<file path="src/rtl/ras_stack.sv">
`default_nettype none
// +--------------------------------------------------------------------------+
// | Module      : ras_stack                                                  |
// | Description : Return address stack for the fetch-stage branch predictor. |
// |               Circular storage of DEPTH return addresses with overflow   |
// |               wrap, push+pop replace, flush and pointer checkpoint /     |
// |               restore for misprediction recovery.                        |
// | Ports       : clk, rst_n (async, active low)                             |
// |               clear_i                      - flush (empty the stack)     |
// |               restore_i/_tos_i/_cnt_i      - restore pointer checkpoint  |
// |               push_i, push_addr_i          - call: push return address   |
// |               pop_i                        - return: pop predicted target|
// |               top_o, valid_o               - predicted target / non-empty|
// |               ckpt_tos_o, ckpt_cnt_o       - live pointer state          |
// |               overflow_o, underflow_o      - registered one-cycle pulses |
// | Revision    : 1.0 - initial release                                      |
// +--------------------------------------------------------------------------+
module ras_stack #(
    parameter int XLEN  = 32,
    parameter int DEPTH = 8,
    parameter int PTR_W = $clog2(DEPTH),
    parameter int CNT_W = $clog2(DEPTH + 1)
) (
    input  logic             clk,
    input  logic             rst_n,
    input  logic             clear_i,
    input  logic             restore_i,
    input  logic [PTR_W-1:0] restore_tos_i,
    input  logic [CNT_W-1:0] restore_cnt_i,
    input  logic             push_i,
    input  logic [XLEN-1:0]  push_addr_i,
    input  logic             pop_i,
    output logic [XLEN-1:0]  top_o,
    output logic             valid_o,
    output logic [PTR_W-1:0] ckpt_tos_o,
    output logic [CNT_W-1:0] ckpt_cnt_o,
    output logic             overflow_o,
    output logic             underflow_o
);

    localparam logic [CNT_W-1:0] C_DEPTH = CNT_W'(DEPTH);
    localparam logic [PTR_W-1:0] C_ONE   = PTR_W'(1);

    logic [XLEN-1:0]  r_mem [DEPTH];
    logic [PTR_W-1:0] r_tos;
    logic [CNT_W-1:0] r_cnt;
    logic             r_overflow;
    logic             r_underflow;

    logic [PTR_W-1:0] w_tos_nxt;
    logic [CNT_W-1:0] w_cnt_nxt;
    logic             w_wr_en;
    logic [PTR_W-1:0] w_wr_idx;
    logic             w_overflow_nxt;
    logic             w_underflow_nxt;
    logic             w_empty;
    logic             w_full;

    assign w_empty = (r_cnt == '0);
    assign w_full  = (r_cnt == C_DEPTH);

    always_comb begin
        w_tos_nxt       = r_tos;
        w_cnt_nxt       = r_cnt;
        w_wr_en         = 1'b0;
        w_wr_idx        = r_tos;
        w_overflow_nxt  = 1'b0;
        w_underflow_nxt = 1'b0;
        if (clear_i) begin
            w_tos_nxt = '0;
            w_cnt_nxt = '0;
        end else if (restore_i) begin
            w_tos_nxt = restore_tos_i;
            // Clamp so an out-of-range checkpoint never yields count > DEPTH.
            w_cnt_nxt = (restore_cnt_i > C_DEPTH) ? C_DEPTH : restore_cnt_i;
        end else if (push_i && pop_i) begin
            // Replace the current top; an empty stack gains its first entry
            // at the current pointer without moving it.
            w_wr_en  = 1'b1;
            w_wr_idx = r_tos;
            if (w_empty) begin
                w_cnt_nxt = CNT_W'(1);
            end
        end else if (push_i) begin
            w_tos_nxt = r_tos + C_ONE;
            w_wr_en   = 1'b1;
            w_wr_idx  = r_tos + C_ONE;
            if (w_full) begin
                // Pointer wrap lands on the oldest entry and overwrites it.
                w_overflow_nxt = 1'b1;
            end else begin
                w_cnt_nxt = r_cnt + CNT_W'(1);
            end
        end else if (pop_i) begin
            if (w_empty) begin
                w_underflow_nxt = 1'b1;
            end else begin
                // Entry is left in place; a later restore may re-expose it.
                w_tos_nxt = r_tos - C_ONE;
                w_cnt_nxt = r_cnt - CNT_W'(1);
            end
        end
    end

    always_ff @(posedge clk or negedge rst_n) begin
        if (!rst_n) begin
            r_tos       <= '0;
            r_cnt       <= '0;
            r_overflow  <= 1'b0;
            r_underflow <= 1'b0;
        end else begin
            r_tos       <= w_tos_nxt;
            r_cnt       <= w_cnt_nxt;
            r_overflow  <= w_overflow_nxt;
            r_underflow <= w_underflow_nxt;
        end
    end

    always_ff @(posedge clk or negedge rst_n) begin
        if (!rst_n) begin
            for (int i = 0; i < DEPTH; i++) begin
                r_mem[i] <= '0;
            end
        end else if (w_wr_en) begin
            r_mem[w_wr_idx] <= push_addr_i;
        end
    end

    assign valid_o     = !w_empty;
    assign top_o       = w_empty ? '0 : r_mem[r_tos];
    assign ckpt_tos_o  = r_tos;
    assign ckpt_cnt_o  = r_cnt;
    assign overflow_o  = r_overflow;
    assign underflow_o = r_underflow;

endmodule
`default_nettype wire

</file>
<file path="config.mk">
export PLATFORM = sky130hd
export DESIGN_NAME = ras_stack
export DESIGN_NICKNAME = d
export VERILOG_FILES = /design/src/rtl/ras_stack.sv
export SDC_FILE = /design/constraint.sdc
export NUM_CORES = 1
export LEC_CHECK = 0
export BUFFER_PORTS_ARGS = -buffer_cell sky130_fd_sc_hd__buf_4
export CORE_AREA = 5 5 126 248
export DETAILED_ROUTE_END_ITERATION = 12
export DIE_AREA = 0 0 131 253
export GPL_ROUTABILITY_DRIVEN = 0
export GPL_TIMING_DRIVEN = 0
export PLACE_DENSITY_LB_ADDON = 0.12
export SETUP_SLACK_MARGIN = 0.02
export SYNTH_ARGS = -nofsm -noshare
export SYNTH_HDL_FRONTEND = slang
export SYNTH_SLANG_ARGS = --single-unit
</file>
<file path="constraint.sdc">
create_clock -name clk -period 4.35 [get_ports clk]
set_input_delay 0.6525 -clock clk [delete_from_list [all_inputs] [get_ports clk]]
set_output_delay 0.6525 -clock clk [all_outputs]
set_load 0.01 [all_outputs]
</file>
==> results.yml, run 1 <==
finish:
  post-route-util: 0.491
  fillers: 2586
  syn_to_final_growth_pct: 15.9
  drive_above_1_share: 0.393
  seq_area_mm2: 0.00663
  fin_cells: 1291
  antenna_cells: 0
  multi_input_area_mm2: 0.00543
  num-nets-final: 960
  postLayoutCellArea_mm2: 0.0143
yosys:
  synthFlopType: "dfrtp_1"
  synth_top_area_frac: 0.536
  synth_most_common_cell: "dfrtp_1"
  synth_warnings: 0
  synth_area_leader_cell: "dfrtp_1"
  synth_cells: 796
  synth_edf_count: 0
  avgSynthCellArea_um2: 15.5
  synth_area_leaders: "dfrtp_1 (54%), mux2_1 (12%), mux2_2 (12%)"
  synth_area_mm2: 0.0124
  synth_seq_cells: 265
  synth_seq_area_share: 0.536
  syn_nets: 846
  yosys-top-cells-count: "dfrtp_1 (265), mux2_1 (128), mux2_2 (128), mux4_2 (64), nor2_1 (36)"
  synth_cell_types: 49
  synthArstFlopShare: 1.00
sta:
  fmax_mhz: 249
  slew_headroom: 0.258
  holdWs_ns: 0.00345
  post-route-period-util: 0.923
  hold_viol_final: 0
  finalSetupViolCount: 0
  grt_setup_unrepaired: "no"
  maxSlewViolCount: 0
  worst_pin_slew_ns: 1.11
  fin_worst_skew_ns: 0.0139
  finalCriticalPeriod_ns: 4.02
cts:
  cts_tree: "built"
  clk_latency_ns: 0.53
  cts_root_buffer: "clkbuf_16"
  clkTransAtPathRegs_ns: 0.06
  cts-buffers-inserted: 25
  cts_num_sinks: 265
  clockBufferDepth: 3
  ctsHoldBuffers: 0
  htreeDepth: 1
global_route:
  grt_use_total: 0.181
  grt_pass1_vias: 7773
  antenna_found_initial: 0
  gr-total-overflow: 0
  grt_pass1_wl_um: 46100
  grt_max_degree: 123
critical_path:
  timing.rr.start: "ckpt_tos_o[1]"
  crit_required_ns: 4.75
  rr_worst_depth: 10
  worstSetupEndpointType: "register"
  r2r_setup_slack_ns: 0.33
  crit_fanout: 10
  worst_setup_path_start_kind: "register"
  arrival_ns: 4.42
  reg2reg_to: "r_mem[136]"
  critPathKind: "register to register"
floorplan:
  die_h_um: 253
  fp-row-count: 89
  die_w_um: 131
  initial_core_util: 0.424
  pin_count: 87
  core_mm2: 0.0292
  dieArea_mm2: 0.0331
route:
  route.detailed.drc: 0
  via_per_inst: 5.53
  wirelength_um: 28800
  vias: 7135
  drt_pass1_iterations: 4
  drt_iter0_drc: 303
  post_drt_wl_per_cell_um: 22.3
  ant_nets: 0
power:
  max-vdd-ir-drop_uv: 342
  clock_power_share: 0.306
  internal_power_w: 0.00517
  comb_power_share: 0.218
  leakagePower_nw: 6.64
  power_w: 0.00701
  powerDensity_mw_per_mm2: 489
  switchingPower_w: 0.00184
  seqPwrFrac: 0.476
  swShare: 0.262
placed_design:
  dp_cells: 1247
  dp_hpwl_um: 19200
  place_area_mm2: 0.0135
  port-buffer-count: 84
hold_path:
  hold_class: "input pin to async pin"
outcome:
  status: "complete, no violations"
flow_run:
  drv_cap: 0
[per-stage QoR]
stage	setup WS, ns	TNS, ns
after floorplan	1.15	0
after global placement	0.00342	0
after detailed placement	-0.00146	-0.00146
after CTS	0.240	0
after global routing	0.0307	0
final	0.334	0
[layout make-up]
class                   count  area share
clock inverters            10     0.00550
multi-input cells         468       0.379
inverters                   8     0.00209
repair buffers             87      0.0489
well taps                 364      0.0318
flip-flops and latches    265       0.462
clock buffers              34      0.0502
plain buffers              55      0.0203
[state kept, by name (all words and copies together), names as in the netlist]
name         cells
ckpt_cnt_o       4
underflow_o      1
overflow_o       1
ckpt_tos_o       3
r_mem          256
[repair_timing]
item | in CTS | in global routing
gates resized for setup | 1 | 0
endpoints found under the setup margin | 26 | 0
setup buffers | 0 | 0
[placed cells by master (no fill, tap or decap), types with 2 or more instances in the layout]
cell	synthesis	routed
nor4_1	3	2
nand3b_1	4	4
a21oi_2	2	2
a221oi_4	2	2
ha_1	4	4
a211oi_1	3	3
nand2_1	7	7
clkbuf_16	0	25
nand4_1	2	2
buf_16	0	2
buf_6	7	7
buf_1	3	3
nor2b_1	3	3
xnor2_1	2	2
mux4_2	64	64
clkbuf_8	0	6
mux2_2	128	128
o21ai_0	5	5
a31oi_1	3	3
or2_2	2	2
buf_4	0	84
dfrtp_1	265	265
nor2_1	36	36
buf_2	25	25
nor3_1	6	6
inv_1	8	8
mux2_1	128	128
nand3_1	2	2
clkinv_2	0	8
clkbuf_1	20	22
mux2i_1	33	33
nand2b_1	4	4
a21oi_1	2	2
nor3b_1	3	3
[per-layer routing]
layer  global-route usage  vias to the layer above  wire, um
li1                     -                     3191         -
met1                0.245                     3788     12200
met2                0.308                      128     15000
met3               0.0239                       28      1080
met4               0.0412                        0       495
met5                    0                        -         0
[worst max path at each step]
stage                       start  depth (start not counted)    endpoint  slack [ns]
CTS                 ckpt_tos_o[1]                         10  r_mem[136]        0.24
floorplan           ckpt_tos_o[1]                          9   r_mem[10]        1.15
detailed placement  ckpt_tos_o[1]                         10  r_mem[136]      -0.001
global route        ckpt_tos_o[1]                         10  r_mem[131]        0.03
global placement    ckpt_tos_o[1]                         10  r_mem[136]       0.003
finish              ckpt_tos_o[1]                         10  r_mem[136]        0.33
[worst max-delay path, stage by stage, from the launching register on]
cell	delay (ns)
dfrtp_1	0.41
clkbuf_1	0.30
clkbuf_2	0.39
clkbuf_1	0.60
inv_1	0.10
ha_1	0.42
or3b_2	0.51
nand2_1	0.09
nand4_1	0.32
buf_2	0.38
mux2_1	0.35
[logic make-up (layout without fill, tap and decap cells)]
logic type | after synthesis | after routing | synth area share
AND/OR/NAND/NOR | 78 | 78 | 0.0331
multiplexers | 353 | 353 | 0.376
AO/OA/AOI/OAI | 29 | 29 | 0.0214
adder cells (fa/ha/maj) | 5 | 5 | 0.00566
flip-flops | 265 | 265 | 0.536
XOR/XNOR | 3 | 3 | 0.00212
buffers and inverters | 63 | 194 | 0.0259
[power by group through the flow]
stage	clock network, W	registers, W	logic [W]
after floorplan	0	0.00328	0.00107
after global placement	0	0.00335	0.00151
after detailed placement	0	0.00338	0.00156
after CTS	0.00221	0.00334	0.00156
after global routing	0.00231	0.00341	0.00168
final	0.00214	0.00334	0.00152
(Power assumes the default switching activity.)
==> inputs of run 2 (changes only) <==
--- a/config.mk
+++ b/config.mk
@@ -6,9 +6,9 @@
 export NUM_CORES = 1
 export LEC_CHECK = 0
 export BUFFER_PORTS_ARGS = -buffer_cell sky130_fd_sc_hd__buf_4
-export CORE_AREA = 5 5 126 248
+export CORE_AREA = 4 4 125 247
 export DETAILED_ROUTE_END_ITERATION = 12
-export DIE_AREA = 0 0 131 253
+export DIE_AREA = 0 0 129 251
 export GPL_ROUTABILITY_DRIVEN = 0
 export GPL_TIMING_DRIVEN = 0
 export PLACE_DENSITY_LB_ADDON = 0.12
==> results.yml, run 2 (synthesized netlist as in run 1, its figures left out) <==
global_route:
  antenna_found_initial: 0
  gr-total-overflow: 0
  grt_max_degree: 98
  grt_use_total: 0.184
  grt_pass1_vias: 7816
  grt_pass1_wl_um: 46000
cts:
  cts_root_buffer: "clkbuf_16"
  htreeDepth: 1
  clk_latency_ns: 0.54
  ctsHoldBuffers: 0
  clockBufferDepth: 3
  clkTransAtPathRegs_ns: 0.07
  cts_num_sinks: 265
  cts_tree: "built"
  cts-buffers-inserted: 24
critical_path:
  cp_slowest_stage_delay_ns: 0.58
  rr_worst_depth: 10
  cpMaxStageDelayCell: "clkbuf_1"
  worstSetupEndpointType: "register"
  worstPathCellList: "clkbuf_1, clkbuf_2, clkbuf_1, inv_1, ha_1, or3b_2, nand2_1, nand4_1, buf_2, mux2_1"
  worst_setup_path_start_kind: "register"
  crit_required_ns: 4.76
  critPathKind: "register to register"
  arrival_ns: 4.38
  crit_fanout: 10
  crit_top_cell: "clkbuf_1"
route:
  wirelength_um: 28700
  vias: 7108
  drt_pass1_iterations: 5
  ant_nets: 0
  via_per_inst: 5.53
  route.detailed.drc: 0
  drt_iter0_drc: 318
  post_drt_wl_per_cell_um: 22.3
sta:
  grt_setup_unrepaired: "no"
  hold_viol_final: 0
  fin_worst_skew_ns: 0.0218
  worst_pin_slew_ns: 1.05
  finalCriticalPeriod_ns: 3.96
  timing.setup.tns_ns: 0
  post-route-period-util: 0.911
  fmax_mhz: 252
  holdWs_ns: 0.0853
  finalSetupViolCount: 0
  slew_headroom: 0.302
  maxSlewViolCount: 0
finish:
  antenna_cells: 0
  layout_commonest_cell: "dfrtp_1"
  num-nets-final: 959
  syn_to_final_growth_pct: 15.3
  largest_register: "r_mem"
  multi_input_area_mm2: 0.00543
  fillers: 2539
  final_cell_mix: "dfrtp_1 (265), mux2_1 (128), mux2_2 (128), buf_4 (84), mux4_2 (64)"
  largest_register_ffs: 256
  drive_above_1_share: 0.384
  seq_area_mm2: 0.00663
floorplan:
  die_w_um: 129
  die_h_um: 251
  pin_count: 87
  dieArea_mm2: 0.0324
  initial_core_util: 0.429
  fp-row-count: 88
  core_mm2: 0.0288
power:
  powerDensity_mw_per_mm2: 482
  leakagePower_nw: 6.60
  max-vdd-ir-drop_uv: 355
flow_run:
  drv_cap: 0
hold_path:
  hold_class: "input pin to async pin"
placed_design:
  dp_hpwl_um: 19800
  port-buffer-count: 84
outcome:
  status: "complete, no violations"
==> run 2: metal layers <==
metal	global-route usage	wire length (um)	share of wire	vias to the layer above
met2	0.333	15800	0.55	140
li1	-	-	-	3186
met1	0.228	11100	0.39	3749
met3	0.0242	1140	0.040	33
met5	0	0	0	-
met4	0.0514	625	0.022	0
==> run 2: worst paths after layout <==
path / to / slack (ns) / from
min: underflow_o / 0.09 / rst_n
max reg2reg: r_mem[150] / 0.39 / ckpt_tos_o[1]
max in group asynchronous: r_mem[135] / 3.32 / rst_n
max: r_mem[150] / 0.39 / ckpt_tos_o[1]
min reg2reg: r_mem[52] / 0.48 / r_mem[52]
min in group clk: ckpt_tos_o[1] / 0.35 / restore_tos_i[1]
==> run 2: layout make-up <==
type                    instances  share of cell area
plain buffers                  55              0.0204
multi-input cells             468               0.381
inverters                       8             0.00210
clock buffers                  39              0.0495
flip-flops and latches        265               0.465
clock inverters                 4             0.00219
well taps                     360              0.0316
repair buffers                 87              0.0491
==> run 2: report_power, final <==
| part | switching [W] | internal, W | total (W) |
|---|---|---|---|
| combinational | 0.000624 | 0.000896 | 0.00152 |
| sequential | 0.000275 | 0.00305 | 0.00333 |
| clock | 0.000923 | 0.00111 | 0.00204 |
==> run 2: metrics by stage <==
step                      total power [W]  utilization  instance area (um^2)  setup slack (ns)  cells
final                             0.00689        0.495                 14300             0.386   1286
after global routing              0.00729        0.495                 14300            0.0525   1286
after CTS                         0.00699        0.495                 14300            0.0268   1286
after detailed placement          0.00494        0.469                 13500            0.0240   1243
after global placement            0.00488        0.467                 13500            0.0353   1240
after floorplan                   0.00435            -                 12400              1.15    796
==> run 2: critical path: cells and delay by family, from the launching register on <==
family | cells | cell delay, ns
DFF | 1 | 0.38
and+or+nand+nor | 3 | 0.90
adders and majority gates | 1 | 0.42
buffers and inverters | 5 | 1.76
muxes | 1 | 0.36
==> run 2: repair_timing <==
| action | in CTS | in global routing |
|---|---|---|
| resized for setup | 0 | 2 |
| setup endpoints to repair | 0 | 138 |
| setup buffers | 0 | 0 |
